**config.mk**
```make
export PLATFORM = sky130hd
export DESIGN_NAME = conf_int_mac_pipe_truncated
export DESIGN_NICKNAME = d
export VERILOG_FILES = /design/src/rtl/conf_int_mac_pipe_truncated.sv
export SDC_FILE = /design/constraint.sdc
export NUM_CORES = 1
export LEC_CHECK = 0
export ABC_CLOCK_PERIOD_IN_PS = 7150
export CORE_ASPECT_RATIO = 1.1
export CORE_MARGIN = 2
export CORE_UTILIZATION = 60
export CTS_CLUSTER_SIZE = 30
export DETAILED_ROUTE_END_ITERATION = 16
export PLACE_DENSITY = 0.83
export SYNTH_ARGS = -nofsm -noshare
export SYNTH_HDL_FRONTEND = slang
export SYNTH_SLANG_ARGS = --single-unit
```
**constraint.sdc**
```tcl
create_clock -name clk -period 7.15 [get_ports clk]
set_clock_uncertainty 0.2 [all_clocks]
set_input_delay 1.0725 -clock clk [delete_from_list [all_inputs] [get_ports clk]]
set_output_delay 1.0725 -clock clk [all_outputs]
set_load 0.02 [all_outputs]
```
**src/rtl/conf_int_mac_pipe_truncated.sv**
```systemverilog
// Truncated-operand unsigned MAC: zero nab LSBs of a/b, multiply, add c or a per-frame accumulator.
// Three register stages; one global advance stalls the whole pipe when the output is held.
module conf_int_mac_pipe_truncated #(
  parameter int DATA_PATH_BITWIDTH = 16,
  parameter int ACC_BITWIDTH       = 40,
  parameter int NAB_W              = 5,
  parameter bit SATURATE           = 1'b1
) (
  input  logic                          clk,
  input  logic                          rst,
  input  logic                          in_valid,
  output logic                          in_ready,
  input  logic [DATA_PATH_BITWIDTH-1:0] a,
  input  logic [DATA_PATH_BITWIDTH-1:0] b,
  input  logic [DATA_PATH_BITWIDTH-1:0] c,
  input  logic [NAB_W-1:0]              nab,
  input  logic                          acc_mode,
  input  logic                          last,
  output logic                          out_valid,
  input  logic                          out_ready,
  output logic [ACC_BITWIDTH-1:0]       d,
  output logic                          out_last,
  output logic                          overflow
);

  localparam int DW = DATA_PATH_BITWIDTH;
  localparam int AW = ACC_BITWIDTH;
  localparam int PW = 2 * DATA_PATH_BITWIDTH;
  localparam logic [NAB_W:0] DW_LIM = (NAB_W + 1)'(DW);

  logic adv;

  logic [DW-1:0] mask;
  logic [DW-1:0] a_t;
  logic [DW-1:0] b_t;

  logic          s1_vld;
  logic [DW-1:0] s1_a;
  logic [DW-1:0] s1_b;
  logic [DW-1:0] s1_c;
  logic          s1_mode;
  logic          s1_last;

  logic          s2_vld;
  logic [PW-1:0] s2_p;
  logic [DW-1:0] s2_c;
  logic          s2_mode;
  logic          s2_last;

  logic [AW-1:0] acc;
  logic          first;
  logic          sticky;

  logic [AW-1:0] addend;
  logic [AW:0]   sum;
  logic [AW-1:0] res;
  logic          carry;
  logic          ovf_nxt;

  assign adv      = !out_valid || out_ready;
  assign in_ready = adv;

  // nab at or beyond the operand width wipes both operands entirely
  always_comb begin
    mask = '0;
    if ({1'b0, nab} < DW_LIM) mask = {DW{1'b1}} << nab;
  end

  assign a_t = a & mask;
  assign b_t = b & mask;

  // Frame seed is c on the first accumulate beat; single-mode beats always add c
  always_comb begin
    addend = acc;
    if (!s2_mode || first) addend = AW'(s2_c);
    sum     = {1'b0, addend} + {1'b0, AW'(s2_p)};
    carry   = sum[AW];
    res     = sum[AW-1:0];
    if (carry && SATURATE) res = '1;
    ovf_nxt = carry || (s2_mode && !first && sticky);
  end

  always_ff @(posedge clk) begin
    if (!rst) begin
      s1_vld    <= 1'b0;
      s1_a      <= '0;
      s1_b      <= '0;
      s1_c      <= '0;
      s1_mode   <= 1'b0;
      s1_last   <= 1'b0;
      s2_vld    <= 1'b0;
      s2_p      <= '0;
      s2_c      <= '0;
      s2_mode   <= 1'b0;
      s2_last   <= 1'b0;
      out_valid <= 1'b0;
      d         <= '0;
      out_last  <= 1'b0;
      overflow  <= 1'b0;
      acc       <= '0;
      first     <= 1'b1;
      sticky    <= 1'b0;
    end else if (adv) begin
      s1_vld  <= in_valid;
      s1_a    <= a_t;
      s1_b    <= b_t;
      s1_c    <= c;
      s1_mode <= acc_mode;
      s1_last <= last;

      s2_vld  <= s1_vld;
      s2_p    <= {{DW{1'b0}}, s1_a} * {{DW{1'b0}}, s1_b};
      s2_c    <= s1_c;
      s2_mode <= s1_mode;
      s2_last <= s1_last;

      out_valid <= s2_vld;
      if (s2_vld) begin
        d        <= res;
        out_last <= s2_last;
        overflow <= ovf_nxt;
        if (s2_mode) begin
          acc    <= res;
          sticky <= ovf_nxt;
          first  <= s2_last;
        end
      end
    end
  end

endmodule

```
After elaboration in Yosys (flattened, before gate mapping)
Cells that the tools add are included.

Muxes and demuxes: 3. $mul: 1. Shifts and indexed selects: 1. Bitwise logic cells: 2. Add/subtract/negate cells: 1. Order comparisons: 1. Reduce and logical (&&, ||, !) cells: 10.

Operators by type and width (count): 40-bit two-way mux (2); 40-bit by 32-bit adder with 41-bit output (1); 16-bit bitwise AND (2); 16-bit by 16-bit multiplier with 32-bit output (1); 16-bit two-way mux (1); 16-bit by 5-bit left shift with 16-bit output, first input constant (1); 5-bit less-than comparator, second input constant (1); 1-bit zero test (3); 1-bit logical OR (3); 3-bit AND reduction (1); 1-bit logical AND (2); 2-bit AND reduction (1).

Register bits: 187. Bits of input ports: 59. Word-level logic and storage cells: 37. Output and inout port bits: 44.

Depth between registers and ports, before layout
Gate-level depths: netlist of run 1.

Depth after elaboration: 5. Mapped depth: 24. Mapped depth without buffers: 22.

Least setup slack after synthesis of run 1
Ideal clock, no wire load.

Path kind: reg-to-reg. Start: register s1_b[7]. End: register s2_p[28]. Stages on the path, launching flop included: 24. Clock period less this slack: 6212 ps. Arrival: 5953 ps. Slack: 938 ps. Required time: 6890 ps. Path through: dfxtp_1 > clkbuf_1 > clkbuf_1 > nand2_1 > fa_1 > inv_1 > fa_1 > inv_1 > fa_1 > inv_1 > fa_1 > fa_1 > inv_1 > fa_1 > inv_1 > ha_1 > a21o_1 > a21oi_1 > o22ai_1 > a211oi_2 > o21ai_1 > a41o_1 > a2111oi_0 > a221o_1.

Cells in the longest elaborated chain, start to end: 1.

Ends and longest elaborated chain: start: declaration (line 39) `logic [DW-1:0] s1_b;`; start signal: assignment (line 106) `s1_b <= b_t;`; 16-bit by 16-bit multiplier with 32-bit output (line 112) `s2_p <= {{DW{1'b0}}, s1_a} * {{DW{1'b0}}, s1_b};`; end signal: assignment (line 112); end: declaration (line 45) `logic [PW-1:0] s2_p;`.

Every way passes these cells. A chain may end at the register's enable or synchronous reset.

Worst setup path in the final report of run 1
Start: register s1_a[11]. End: register s2_p[28].

Cells in the longest elaborated chain, start to end: 1.

Ends and longest elaborated chain: start: declaration (line 38) `logic [DW-1:0] s1_a;`; start signal: assignment (line 105) `s1_a <= a_t;`; 16-bit by 16-bit multiplier with 32-bit output (line 112).

Every way passes these cells.

==> results by group, run 1 <==
Run
  – MaxCap Viol Count: 0

Floorplanning
  – Die Ht: 182.3 µm
  – Overall die width: 166.1 µm
  – Row count: 65
  – Core ar.: 28550 µm²
  – Initial Utilization: about three fifths
  – Die footprint: between 30000 and 40000 µm²
  – # IOs: approximately 100

Placement
  – Place WS: around 440 ps
  – Post-DP HPWL: approximately 34000 µm
  – RePlAce Congestion: 0.9437
  – I/O Buffers: a little over 100
  – Placed insts: between 2000 and 2500
  – Placed Area: ~19000 µm²

Logic synthesis
  – Synth cell types: 85
  – Mapped Nets: ~2500
  – Post-Syn Area: 17340 µm²
  – Synth warnings: 0
  – Post-synth ARST share: 0%
  – Post-synthesis cell count: between 2000 and 2500
  – Register area share after synthesis: around 22%
  – Average size of a mapped cell: 8.365 µm²
  – Top FF cell, synth: dfxtp_1
  – Synth Register Bits: 187
  – Number of synthesized flops with an enable pin: 0

Clock network
  – Clock transition at path regs: approximately 80 ps
  – # H-tree levels: 4
  – Max clock buf depth: 2
  – Post-cts sizing count: 0
  – Hold_buf cts: 0
  – Total CTS buffers: 17
  – Sinks on Clock Net: 187
  – Root Driver: clkbuf_16
  – TritonCTS clock tree: yes
  – Post-CTS setup buffer count: 0
  – Skew-Pair Late Insertion Delay: approximately 450 ps

Detailed routing
  – Antenna viol nets, final: 0
  – Routed length per placed instance: around 18 µm
  – WL final: 45340 µm
  – 1st-iter DRT viols: ~1000
  – Pre-Repair DR Iteration Count: 5
  – Via density: roughly 6
  – DRC viols: 0
  – Vias: ~15000

GRT
  – Gr ovfl total: 0
  – All-layer global routing usage: a little under a third
  – Initial antenna violation count: 0
  – Pin count of the biggest net entering global routing: about 80
  – First-pass GRT wire length: ~75000 µm
  – Vias in the first global route: approximately 15000

Worst hold path
  – Hold path endpoint: s2_c[6]
  – Min-delay worst type: reg2reg
  – HP Start: s2_c[6]
  – Hold Path Depth: 2

Critical path
  – CP delay by family, top: adder cells
  – Critical Path AT: roughly 7000 ps
  – R2R Path End: s2_p[28]
  – CP required: between 7000 and 8000 ps
  – Setup CP Type: reg2reg
  – Crit start category: register
  – CP Cell Sequence: nand2_1, fa_1, fa_1, fa_1, inv_1, fa_1, fa_1, inv_1, fa_1, inv_1, ha_1, a21o_1, a21o_1, a21oi_1, o22ai_1, a211oi_2, o21ai_1, a41o_1, a2111oi_0, a221o_1
  – R2R depth: 20
  – Worst setup EP type: register
  – Most frequent CP cell: fa_1
  – CP max-delay cell: dfxtp_1
  – Critical register-to-register path startpoint: s1_a[11]
  – CP max stage delay: 740 ps
  – Reg2reg setup slack: between 300 and 400 ps
  – CP Max Fanout: 17
  – Bufs and invs on worst path: 3

Layout
  – Final #Nets: roughly 2500
  – Share of layout cells above drive strength 1: under 10%
  – Layout Utilization: roughly 67%
  – Post-route cell area: between 15000 and 20000 µm²
  – # diodes: 0
  – Final Non-Filler Cells: between 2000 and 2500
  – Synthesis-to-finish area growth: 10.26%
  – Commonest non-fill, non-tap cell in the layout: nand2_1
  – Commonest non-fill, non-tap cells in the layout: 351 x nand2_1, 233 x inv_1, 195 x fa_1

STA
  – Setup Total Neg Slack: 0 ps
  – Final WS setup: just under 400 ps
  – Period utilization: a little over nine tenths
  – Slew margin rel.: 15.97%
  – Fin. max-slew vios: 0
  – Final min period: roughly 6800 ps
  – Final hold slack: roughly 260 ps
  – Setup violators final: 0
  – RSZ-0062 raised after global routing: no
  – Maximum operating frequency: between 0.1 and 0.15 GHz
  – Fin. Hold Viols: 0
  – Slew @ Worst Pin: 1249 ps

Power and ir drop
  – PD cells: ~120 nW/µm²
  – Total Power: 2.341 mW
  – Static Leak: 9.025 nW
  – Worst VDD drop: about 0.16 mV

Outcome
  – Status: completed
==> power breakdown <==
part           internal, mW  leakage (nW)  switching (mW)
sequential             1.08          1.52          0.0432
clock                 0.461         0.268           0.483
combinational         0.118          7.23           0.160
==> cell families (layout without fill, tap and decap cells) <==
family	count (synthesis)	in the layout	share of synthesized area [%]
AOI/OAI and AO/OA	408	408	15.80
and+or+nand+nor	743	743	19.83
muxes	4	4	0.2309
xor gates and xnor gates	50	50	2.525
adders and majority gates	331	331	32.33
buffers and inverters	350	390	7.699
DFF	187	187	21.59
==> area by class of cell <==
cell class | count | area, µm²
clock buffers | 18 | 429.2
clock inverters | 13 | 128.9
fillers | 2311 | 9427
inverters | 235 | 884.6
multi-input cells | 1536 | 12290
flip-flops and latches | 187 | 3744
well taps | 368 | 460.4
repair buffers | 124 | 1181
==> worst min-delay path, cell delays in order, from the launching register on <==
cell and delay [ps]:
dfxtp_1 310, nand2_1 50, a21oi_1 50
==> cells in the mapped netlist, types with 14 or more instances <==
cell type,n,area (µm²)
clkbuf_1,105,394.1
nand2_1,351,1318
xor2_1,22,192.7
a211oi_1,59,442.9
fa_1,195,3904
a22oi_1,14,105.1
xnor2_1,28,245.2
and2_1,144,900.9
nand3_1,31,155.2
ha_1,136,1702
inv_1,234,878.3
nor2_1,139,521.8
a21oi_1,143,715.7
a21o_1,42,315.3
dfxtp_1,187,3744
o21ai_0,45,225.2
and3_1,14,87.58
==> sequential cells by signal, indices dropped and copies added, names as in the netlist <==
| name | count |
|---|---|
| s1_last | 1 |
| s1_b | 16 |
| out_valid | 1 |
| out_last | 1 |
| s2_vld | 1 |
| s2_c | 16 |
| overflow | 1 |
| s2_p | 32 |
| s1_c | 16 |
| s1_a | 16 |
| acc | 40 |
| d | 40 |
| s1_mode | 1 |
| s2_mode | 1 |
| sticky | 1 |
| s2_last | 1 |
| s1_vld | 1 |
| first | 1 |
==> worst max path at each step <==
stage | startpoint | end | slack, ps | cells after the start
floorplan | s1_b[7] | s2_p[28] | 940 | 23
global route | s1_a[11] | s2_p[28] | 110 | 20
finish | s1_a[11] | s2_p[28] | 390 | 20
global placement | s1_a[9] | s2_p[28] | 660 | 21
detailed placement | s1_a[11] | s2_p[28] | 440 | 20
CTS | s1_a[11] | s2_p[28] | 430 | 20
==> per-layer routing <==
| metal | vias up | GRT usage, % | wire length [µm] |
|---|---|---|---|
| met5 | - | 0 | 0 |
| met2 | 581 | 50.99 | 21740 |
| li1 | 6854 | - | - |
| met1 | 7102 | 40.22 | 19200 |
| met3 | 104 | 5.357 | 3018 |
| met4 | 0 | 11.06 | 1388 |
Power figures use the tool's default switching activity.
==> run 2, diff against run 1 <==
--- a/config.mk
+++ b/config.mk
@@ -11,7 +11,7 @@
 export CORE_UTILIZATION = 60
 export CTS_CLUSTER_SIZE = 30
 export DETAILED_ROUTE_END_ITERATION = 16
-export PLACE_DENSITY = 0.83
+export PLACE_DENSITY = 0.8
 export SYNTH_ARGS = -nofsm -noshare
 export SYNTH_HDL_FRONTEND = slang
 export SYNTH_SLANG_ARGS = --single-unit
==> run 2 against run 1 <==
Compared with the run above: design area rose by 0.23%; via count fell by 1.4%; setup slack got worse by 36 ps; largest power group unchanged; largest cell class unchanged; register-to-register slack got worse by 40 ps.
==> results by group, run 2 (same netlist as run 1, synthesis figures left out) <==
Outcome
  – Status: completed (unchanged)

STA
  – Final WS setup: 350.2 ps (was 386.2 ps)
  – RSZ-0062 raised after global routing: no (unchanged)
  – Fin. Hold Viols: 0 (unchanged)
  – Setup violators final: 0 (unchanged)
  – Maximum operating frequency: 0.1471 GHz (was 0.1478 GHz)
  – Slew @ Worst Pin: 1127 ps (was 1249 ps)
  – Final hold slack: 255.8 ps (about the same)
  – Period utilization: 95.10% (was 94.60%)
  – Final min period: 6800 ps (was 6764 ps)
  – Fin. max-slew vios: 0 (unchanged)
  – Slew margin rel.: 24.20% (was 15.97%)
  – Setup Total Neg Slack: 0 ps (unchanged)

Critical path
  – CP max-delay cell: dfxtp_1 (unchanged)
  – CP Cell Sequence: buf_4, nand2_1, fa_1, fa_1, fa_1, fa_1, inv_1, fa_1, inv_1, fa_1, inv_1, ha_1, nand3_1, nor3b_1, a211oi_2, o21ai_1, a41o_1, a2111oi_0, a221o_1 (was nand2_1, fa_1, fa_1, fa_1, inv_1, fa_1, fa_1, inv_1, fa_1, inv_1, ha_1, a21o_1, a21o_1, a21oi_1, o22ai_1, a211oi_2, o21ai_1, a41o_1, a2111oi_0, a221o_1)
  – Critical Path AT: 6940 ps (was 6960 ps)
  – CP required: 7290 ps (was 7340 ps)
  – Reg2reg setup slack: 350 ps (was 390 ps)
  – R2R Path End: s2_p[28] (unchanged)
  – R2R depth: 19 (was 20)
  – CP max stage delay: 670 ps (was 740 ps)
  – Most frequent CP cell: fa_1 (unchanged)
  – CP Max Fanout: 13 (was 17)
  – Critical register-to-register path startpoint: s1_b[2] (was s1_a[11])
  – Worst setup EP type: register (unchanged)
  – Setup CP Type: reg2reg (unchanged)
  – Crit start category: register (unchanged)
  – Bufs and invs on worst path: 4 (was 3)
  – CP delay by family, top: adder cells (unchanged)

GRT
  – Pin count of the biggest net entering global routing: 92 (was 79)
  – All-layer global routing usage: 30.51% (was 30.57%)
  – First-pass GRT wire length: 75080 µm (was 74780 µm)
  – Initial antenna violation count: 0 (unchanged)
  – Vias in the first global route: 14590 (was 14800)
  – Gr ovfl total: 0 (unchanged)

Floorplanning
  – Row count: 65 (unchanged)
  – Initial Utilization: 60.75% (unchanged)
  – Die Ht: 182.3 µm (unchanged)
  – # IOs: 103 (unchanged)
  – Die footprint: 30280 µm² (unchanged)
  – Core ar.: 28550 µm² (unchanged)
  – Overall die width: 166.1 µm (unchanged)

Layout
  – Commonest non-fill, non-tap cells in the layout: 351 x nand2_1, 233 x inv_1, 195 x fa_1 (unchanged)
  – Post-route cell area: 19160 µm² (was 19120 µm²)
  – Biggest regs: acc (40), d (40), s2_p (32) (unchanged)
  – Commonest non-fill, non-tap cell in the layout: nand2_1 (unchanged)
  – Filler instances: 2389 (was 2311)
  – Final #Nets: 2491 (unchanged)
  – # diodes: 0 (unchanged)
  – Synthesis-to-finish area growth: 10.51% (was 10.26%)
  – FF/Latch Area: 3744 µm² (unchanged)
  – Share of layout cells above drive strength 1: 4.494% (was 4.449%)
  – Area of the multi-input gates: 12290 µm² (unchanged)

Worst hold path
  – Min-delay worst type: reg2reg (unchanged)
  – Hold path endpoint: s1_vld (was s2_c[6])
  – Hold Path Depth: 2 (unchanged)
  – HP Start: s1_vld (was s2_c[6])

Clock network
  – Post-CTS setup buffer count: 0 (unchanged)
  – # H-tree levels: 4 (unchanged)
  – Total CTS buffers: 17 (unchanged)
  – Skew-Pair Late Insertion Delay: 450 ps (about the same)
  – Hold_buf cts: 0 (unchanged)
  – Max clock buf depth: 2 (unchanged)
  – Root Driver: clkbuf_16 (unchanged)
  – Sinks on Clock Net: 187 (unchanged)
  – Post-cts sizing count: 0 (unchanged)
  – Clock transition at path regs: 80 ps (about the same)
  – TritonCTS clock tree: yes (unchanged)

Placement
  – I/O Buffers: 102 (unchanged)
  – Placed Area: 18560 µm² (unchanged)
  – Post-DP HPWL: 33500 µm (was 33650 µm)
  – RePlAce Congestion: 0.8993 (was 0.9437)
  – Place WS: 510.5 ps (was 438.7 ps)

Detailed routing
  – Antenna viol nets, final: 0 (unchanged)
  – Vias: 14440 (was 14640)
  – 1st-iter DRT viols: 884 (was 1041)
  – WL final: 45130 µm (was 45340 µm)
  – Pre-Repair DR Iteration Count: 7 (was 5)
  – Routed length per placed instance: 18.18 µm (was 18.28 µm)
  – DRC viols: 0 (unchanged)
  – Via density: 5.818 (was 5.901)

Power and ir drop
  – Total Power: 2.394 mW (was 2.341 mW)
  – Worst VDD drop: 0.1150 mV (was 0.1610 mV)
  – Static Leak: 9.048 nW (was 9.025 nW)
  – PD cells: 124.9 nW/µm² (was 122.4 nW/µm²)

Run
  – MaxCap Viol Count: 0 (unchanged)
==> run 2: cell count changes in the layout (fill, tap and decap cells not counted), sizes merged <==
cell,previous run,this run
bufinv,0,1
clkinvlp,2,1
inv,242,243
==> run 2: worst min-delay path: cells and delay by family, from the launching register on <==
family / cells / cell delay (ps)
flip-flops: 1 / 310
AND/OR/NAND/NOR: 1 / 50
AO/OA/AOI/OAI: 1 / 50
==> run 2: cell type report <==
class	instances	share of cell area, %
Clock buffer	18	2.239
Inverter	235	4.616
Tap cell	368	2.403
Clock inverter	14	0.9010
Multi-Input combinational cell	1536	64.14
Timing Repair Buffer	124	6.163
Sequential cell	187	19.54
==> run 2: how the worst max path moves through the flow <==
| stage | startpoint | to | slack (ps) | cells past startpoint |
|---|---|---|---|---|
| CTS | s1_b[1] | s2_p[28] | 420 | 20 |
| finish | s1_b[2] | s2_p[28] | 350 | 19 |
| floorplan | s1_b[7] | s2_p[28] | 940 | 23 |
| global placement | s1_a[9] | s2_p[28] | 610 | 21 |
| detailed placement | s1_a[9] | s2_p[28] | 510 | 21 |
| global route | s1_b[1] | s2_p[28] | 90 | 20 |
==> run 2: per-stage QoR <==
stage | utilization, % | instances
floorplan | - | 2073
global placement | 65.02 | 2450
detailed placement | 65.02 | 2450
CTS | 67.13 | 2482
global route | 67.13 | 2482
finish | 67.13 | 2482
==> run 2: metal layers <==
metal  vias to the layer above  share of wire [%]  routed length [µm]  track usage, %
li1                       6864                  -                   -               -
met2                       520                 48               21820           52.00
met3                        93                6.1                2763           4.381
met1                      6963                 43               19380           40.75
met4                         0                2.6                1174           8.730
met5                         -                  0                   0               0
==> run 2: report_power, final <==
group | leakage [nW] | switching, mW | total, mW | internal [mW]
combinational | 7.23 | 0.161 | 0.280 | 0.119
sequential | 1.52 | 0.0414 | 1.12 | 1.08
clock | 0.291 | 0.493 | 0.997 | 0.504
